==> src/rtl/mac_seq_ctrl_pkg.sv <==
// Shared types for the MAC sequencer: FSM state encoding and its width.
package mac_seq_ctrl_pkg;

    localparam int STATE_W = 3;

    typedef enum logic [STATE_W-1:0] {
        IDLE  = 3'd0,
        CLEAR = 3'd1,
        FETCH = 3'd2,
        DRAIN = 3'd3,
        DONE  = 3'd4
    } state_t;

endpackage

==> src/rtl/en_delay_line.sv <==
// DEPTH-deep 1-bit shift register with synchronous clear; aligns read enables with returning data.
// empty_next_o reports that the line will hold no enables after the coming edge.
module en_delay_line #(
    parameter int DEPTH = 1
) (
    input  logic clk_i,
    input  logic rst_ni,
    input  logic clr_i,
    input  logic en_i,
    output logic en_o,
    output logic empty_next_o
);

    logic [DEPTH-1:0] sr_q, sr_d;

    always_comb begin
        sr_d = (sr_q << 1) | DEPTH'(en_i);
        if (clr_i) begin
            sr_d = '0;
        end
    end

    always_ff @(posedge clk_i) begin
        if (!rst_ni) begin
            sr_q <= '0;
        end else begin
            sr_q <= sr_d;
        end
    end

    assign en_o         = sr_q[DEPTH-1];
    assign empty_next_o = ~|sr_d;

endmodule

==> src/rtl/mac_seq_ctrl.sv <==
// Sequencer for one MAC: clears the accumulator, streams Len operand-pair reads, aligns MAC
// write-enables with read data, then holds the result valid until the consumer takes it.
module mac_seq_ctrl
    import mac_seq_ctrl_pkg::*;
#(
    parameter int ADDR_WIDTH = 8,
    parameter int LEN_WIDTH  = 9,
    parameter int RD_LAT     = 1
) (
    input  logic                  Clk_CI,
    input  logic                  Rst_RBI,
    input  logic                  Start_SI,
    input  logic [LEN_WIDTH-1:0]  Len_DI,
    input  logic [ADDR_WIDTH-1:0] BaseA_DI,
    input  logic [ADDR_WIDTH-1:0] BaseB_DI,
    input  logic                  Abort_SI,
    output logic                  Busy_SO,
    output logic                  RdEn_SO,
    output logic [ADDR_WIDTH-1:0] AddrA_DO,
    output logic [ADDR_WIDTH-1:0] AddrB_DO,
    output logic                  MacClr_SO,
    output logic                  MacWrEn_SO,
    output logic                  ResValid_SO,
    input  logic                  ResReady_SI
);

    state_t                state_q, state_d;
    logic [LEN_WIDTH-1:0]  rem_q, rem_d;
    logic [ADDR_WIDTH-1:0] addr_a_q, addr_a_d;
    logic [ADDR_WIDTH-1:0] addr_b_q, addr_b_d;
    logic                  pipe_en, pipe_empty_next, flush;

    en_delay_line #(
        .DEPTH (RD_LAT)
    ) u_wr_pipe (
        .clk_i        (Clk_CI),
        .rst_ni       (Rst_RBI),
        .clr_i        (flush),
        .en_i         (RdEn_SO),
        .en_o         (pipe_en),
        .empty_next_o (pipe_empty_next)
    );

    always_comb begin
        state_d  = state_q;
        rem_d    = rem_q;
        addr_a_d = addr_a_q;
        addr_b_d = addr_b_q;
        flush    = 1'b0;
        case (state_q)
            IDLE: begin
                if (Start_SI) begin
                    state_d  = CLEAR;
                    rem_d    = Len_DI;
                    addr_a_d = BaseA_DI;
                    addr_b_d = BaseB_DI;
                end
            end
            CLEAR: state_d = (rem_q == '0) ? DONE : FETCH;
            FETCH: begin
                addr_a_d = addr_a_q + ADDR_WIDTH'(1);
                addr_b_d = addr_b_q + ADDR_WIDTH'(1);
                rem_d    = rem_q - LEN_WIDTH'(1);
                if (rem_q == LEN_WIDTH'(1)) begin
                    state_d = DRAIN;
                end
            end
            // Leave once the final write-enable is on the pipe output this cycle.
            DRAIN: if (pipe_empty_next) state_d = DONE;
            DONE:  if (ResReady_SI) state_d = IDLE;
            default: state_d = IDLE;
        endcase
        if (Abort_SI && (state_q != IDLE)) begin
            state_d = IDLE;
            flush   = 1'b1;
        end
    end

    always_ff @(posedge Clk_CI) begin
        if (!Rst_RBI) begin
            state_q  <= IDLE;
            rem_q    <= '0;
            addr_a_q <= '0;
            addr_b_q <= '0;
        end else begin
            state_q  <= state_d;
            rem_q    <= rem_d;
            addr_a_q <= addr_a_d;
            addr_b_q <= addr_b_d;
        end
    end

    always_comb begin
        Busy_SO     = (state_q != IDLE);
        RdEn_SO     = (state_q == FETCH);
        MacClr_SO   = (state_q == CLEAR);
        MacWrEn_SO  = (state_q == CLEAR) | pipe_en;
        ResValid_SO = (state_q == DONE);
        AddrA_DO    = addr_a_q;
        AddrB_DO    = addr_b_q;
    end

endmodule

==> config.mk <==
export PLATFORM = sky130hd
export DESIGN_NAME = mac_seq_ctrl
export DESIGN_NICKNAME = d
export VERILOG_FILES = /design/src/rtl/mac_seq_ctrl_pkg.sv /design/src/rtl/en_delay_line.sv /design/src/rtl/mac_seq_ctrl.sv
export SDC_FILE = /design/constraint.sdc
export NUM_CORES = 1
export LEC_CHECK = 0
export ABC_AREA = 1
export BUFFER_PORTS_ARGS = -buffer_cell sky130_fd_sc_hd__buf_2
export CORE_AREA = 5 5 89 82
export CTS_BUF_LIST = sky130_fd_sc_hd__clkbuf_4 sky130_fd_sc_hd__clkbuf_8
export DETAILED_ROUTE_END_ITERATION = 16
export DIE_AREA = 0 0 94 87
export MAX_ROUTING_LAYER = met4
export PLACE_DENSITY = 0.62
export SETUP_SLACK_MARGIN = 0.05
export SLEW_MARGIN = 10
export SYNTH_ARGS = -nofsm -noshare
export SYNTH_HDL_FRONTEND = slang
export SYNTH_SLANG_ARGS = --single-unit
==> constraint.sdc <==
create_clock -name Clk_CI -period 1.6 [get_ports Clk_CI]
set_input_delay 0.32 -clock Clk_CI [delete_from_list [all_inputs] [get_ports Clk_CI]]
set_output_delay 0.32 -clock Clk_CI [all_outputs]
set_load 0.03 [all_outputs]
==> results.md <==
- Status: completed
- Slowest cell delay on critical path: 350 ps
- DR vias: 1959
- Die ar.: 8180 um2
- GRT met3 Usage: 3.28%
- CP cell instances: inv_2 > nor2_2 > nand2_1 > inv_1 > or2_4 > buf_6
- # rows: 28
- Crit path DAT: 1190 ps
- Layout cells sized above 1: 27.4%
- Startpoint types: flip-flop
- Initial Utilization: 28.5%
- Post-route minimum period: 1510 ps
- Syn Inst Count: 276
- Tcrit/Tclk final: 94.6%
- Static Leak: 1.14 nW
- Met1 usage: 17.6%
- Gpl congestion: 0.901
- Clk sinks: 29
- Detail Route Antenna Nets: 0
- Sw Share: 44.4%
- Total Wirelength: 5110 um
- Gate power share: 49.3%
- Post-DP HPWL: 3850 um
- Power per Cell Area: 1380 nW/um2
- DR WL/cell: 11.9 um
- Setup Crit Path Kind: reg2out
- Mean Syn Cell Area: 6.58 um2
- Mapped cell area: 1820 um2
- Part of the Yosys area used for sequential elements: 32.0%
- Tightest Pin Transition: 443 ps
- Yosys cell types: 30
- GRT busiest layer: met2
- Total GRT Usage: 13.5%
- Antenna cells: 0
- Worst EP required: 1280 ps
- Setup-failing EPs final: 0
- CP delay by family, top: flip-flops
- CTS Buf Count: 5
- I/O Pins: 51
- Max Clock Skew: 8.03 ps
- P_sw: 0.00146 W
- Vias in the first global route: 1801
- Congestion Overflow GR: 0
- Final nets: 374
- IO buf count: 50
- CTS tree: yes
- Worst vdd ir: 0.641 mV
- Fin Setup TNS: 0 ps
- DRC: 0
- Largest net degree at the start of global routing: 21
- Core footprint: 6380 um2
- Die Y: 87 um
- Worst path slowest cell: dfxtp_4
- Hold Crit Class: in2reg
- RSZ-0062 raised after global routing: true
- Final hold slack: 284 ps
- Filler instances: 723
- GR Layer Usage met2: 21.7%
- Clock slew at reported path FFs: 60 ps
- Syn nets: 311
- Seq cells post-synth: 29
- Die X: 94 um
- Max_cap viols: 0
- CP endpoint kind: output port
- Drt via density: 4.57
- Final Hold Viols: 0
- H-tree Lvls: 2
- Sequential Power Share: 31.6%
- Clock root buffer: clkbuf_8
- CTS Hold Bufs: 0
- P_int: 0.00183 W
- Initial antenna violation count: 0
- Worst-Skew Late Latency: 280 ps
- CP max FO: 3
- DRC marker count from the first detailed-route iteration: 88
- Drt pass-1 iters: 4
- First-pass GRT wire length: 8600 um
- Clock group share of total power: 19.2%
- Area grow syn2layout: 31.1%
- FMAX: 661 MHz
- Clock buffer depth: 2
- Worst Path Buf+Inv: 3
- Synthesis Warnings: 0
- Relative slew slack: 70.5%
- Fin. max-slew vios: 0
-- tightest hold or removal path, stage by stage --
cell and delay [ps]:
buf_2 80, a21oi_1 50, nor2_1 70
-- logic make-up (layout without fill, tap and decap cells) --
logic type / Yosys count / in the layout / share of synthesized area (%)
AND/OR/NAND/NOR: 148 / 148 / 37.2
AO/OA/AOI/OAI: 53 / 53 / 16.9
buffers and inverters: 41 / 104 / 10.5
flip-flops: 29 / 29 / 32.0
adder cells (fa/ha/maj): 5 / 5 / 3.44
-- cell usage after synthesis --
library cell	instances	area [um2]
dfxtp_1	29	581
buf_2	2	10.0
nand2_1	76	285
buf_6	3	33.8
nand2_2	1	6.26
buf_4	1	7.51
nor3_1	3	15.0
nand2_8	1	20.0
or2_2	3	18.8
inv_1	32	120
o21ai_0	16	80.1
or2_0	1	6.26
a21oi_1	18	90.1
nand2_4	2	22.5
nor2_8	1	20.0
nand3_1	22	110
ha_1	5	62.6
o221ai_1	2	17.5
clkbuf_1	2	7.51
a31oi_1	5	31.3
nand4_1	3	18.8
o211ai_1	4	30.0
a211oi_1	3	22.5
nand3b_1	1	7.51
nor2_2	1	6.26
nor2_1	31	116
nor2_4	2	22.5
o21ai_1	2	10.0
inv_8	1	11.3
a21oi_2	3	26.3
-- final timing paths --
path                   start           to  slack (ps)  cells past startpoint
setup / recovery  state_q[0]   MacWrEn_SO          90                      6
hold / removal     Len_DI[1]     rem_q[1]         280                      3
setup reg to reg  state_q[2]  AddrA_DO[1]         210                      8
hold reg to reg     rem_q[7]     rem_q[7]         470                      2
-- layer usage --
layer,share of wire (%),vias to the layer above
met5,0,-
met2,45,50
met3,4.8,2
met1,49,876
li1,-,1031
met4,0.35,0
-- through the flow --
stage / instance area [um2] / setup WS, ps / cells / power [W] / utilization (%)
after global placement: 2210 / 166 / 416 / 0.00257 / 34.7
after CTS: 2360 / 64.6 / 427 / 0.00330 / 37.0
final: 2380 / 87.0 / 429 / 0.00329 / 37.3
after detailed placement: 2210 / 130 / 416 / 0.00258 / 34.7
after floorplan: 1820 / 144 / 276 / 0.00215 / -
after global routing: 2380 / 29.0 / 429 / 0.00357 / 37.3
-- timing repair --
action                     CTS  global route
hold endpoints to repair     0             0
gates resized for setup     11             3
pin swaps                    0             2
setup endpoints to repair    3             5
setup buffers                3             2
gates cloned                 1             0
-- cell type report --
cell class	count	area, um2	share of cell area [%]
clock buffer	7	90.1	3.78
inverter	33	136	5.73
multi-input combinational	206	1060	44.5
sequential	29	589	24.8
tap	90	113	4.73
timing repair buffer	63	385	16.2
timing repair inverter	1	8.76	0.368
-- sequential cells by signal (all words and copies together), names as in the netlist --
| signal | flops |
|---|---|
| state_q | 3 |
| rem_q | 9 |
| AddrA_DO | 8 |
| AddrB_DO | 8 |
| u_wr_pipe.en_o | 1 |
-- power by group through the flow --
stage	clock network, W	logic (W)	registers (W)
5_1_grt	0.000679	0.00182	0.00107
3_3_place_gp	0	0.00152	0.00105
2_1_floorplan	0	0.000968	0.00118
4_1_cts	0.000654	0.00161	0.00104
3_5_place_dp	0	0.00153	0.00106
6_report	0.000631	0.00162	0.00104
-- placed cells by master (no fill, tap or decap), types with 3 or more instances in the layout --
master,count
a211oi_1,3
a21oi_1,18
a21oi_2,3
a31oi_1,5
buf_2,48
buf_4,11
clkbuf_8,6
dfxtp_1,26
ha_1,5
inv_1,31
nand2_1,76
nand3_1,22
nand4_1,3
nor2_1,29
nor2_2,3
o211ai_1,4
o21ai_0,16
Power figures use the tool's default switching activity.
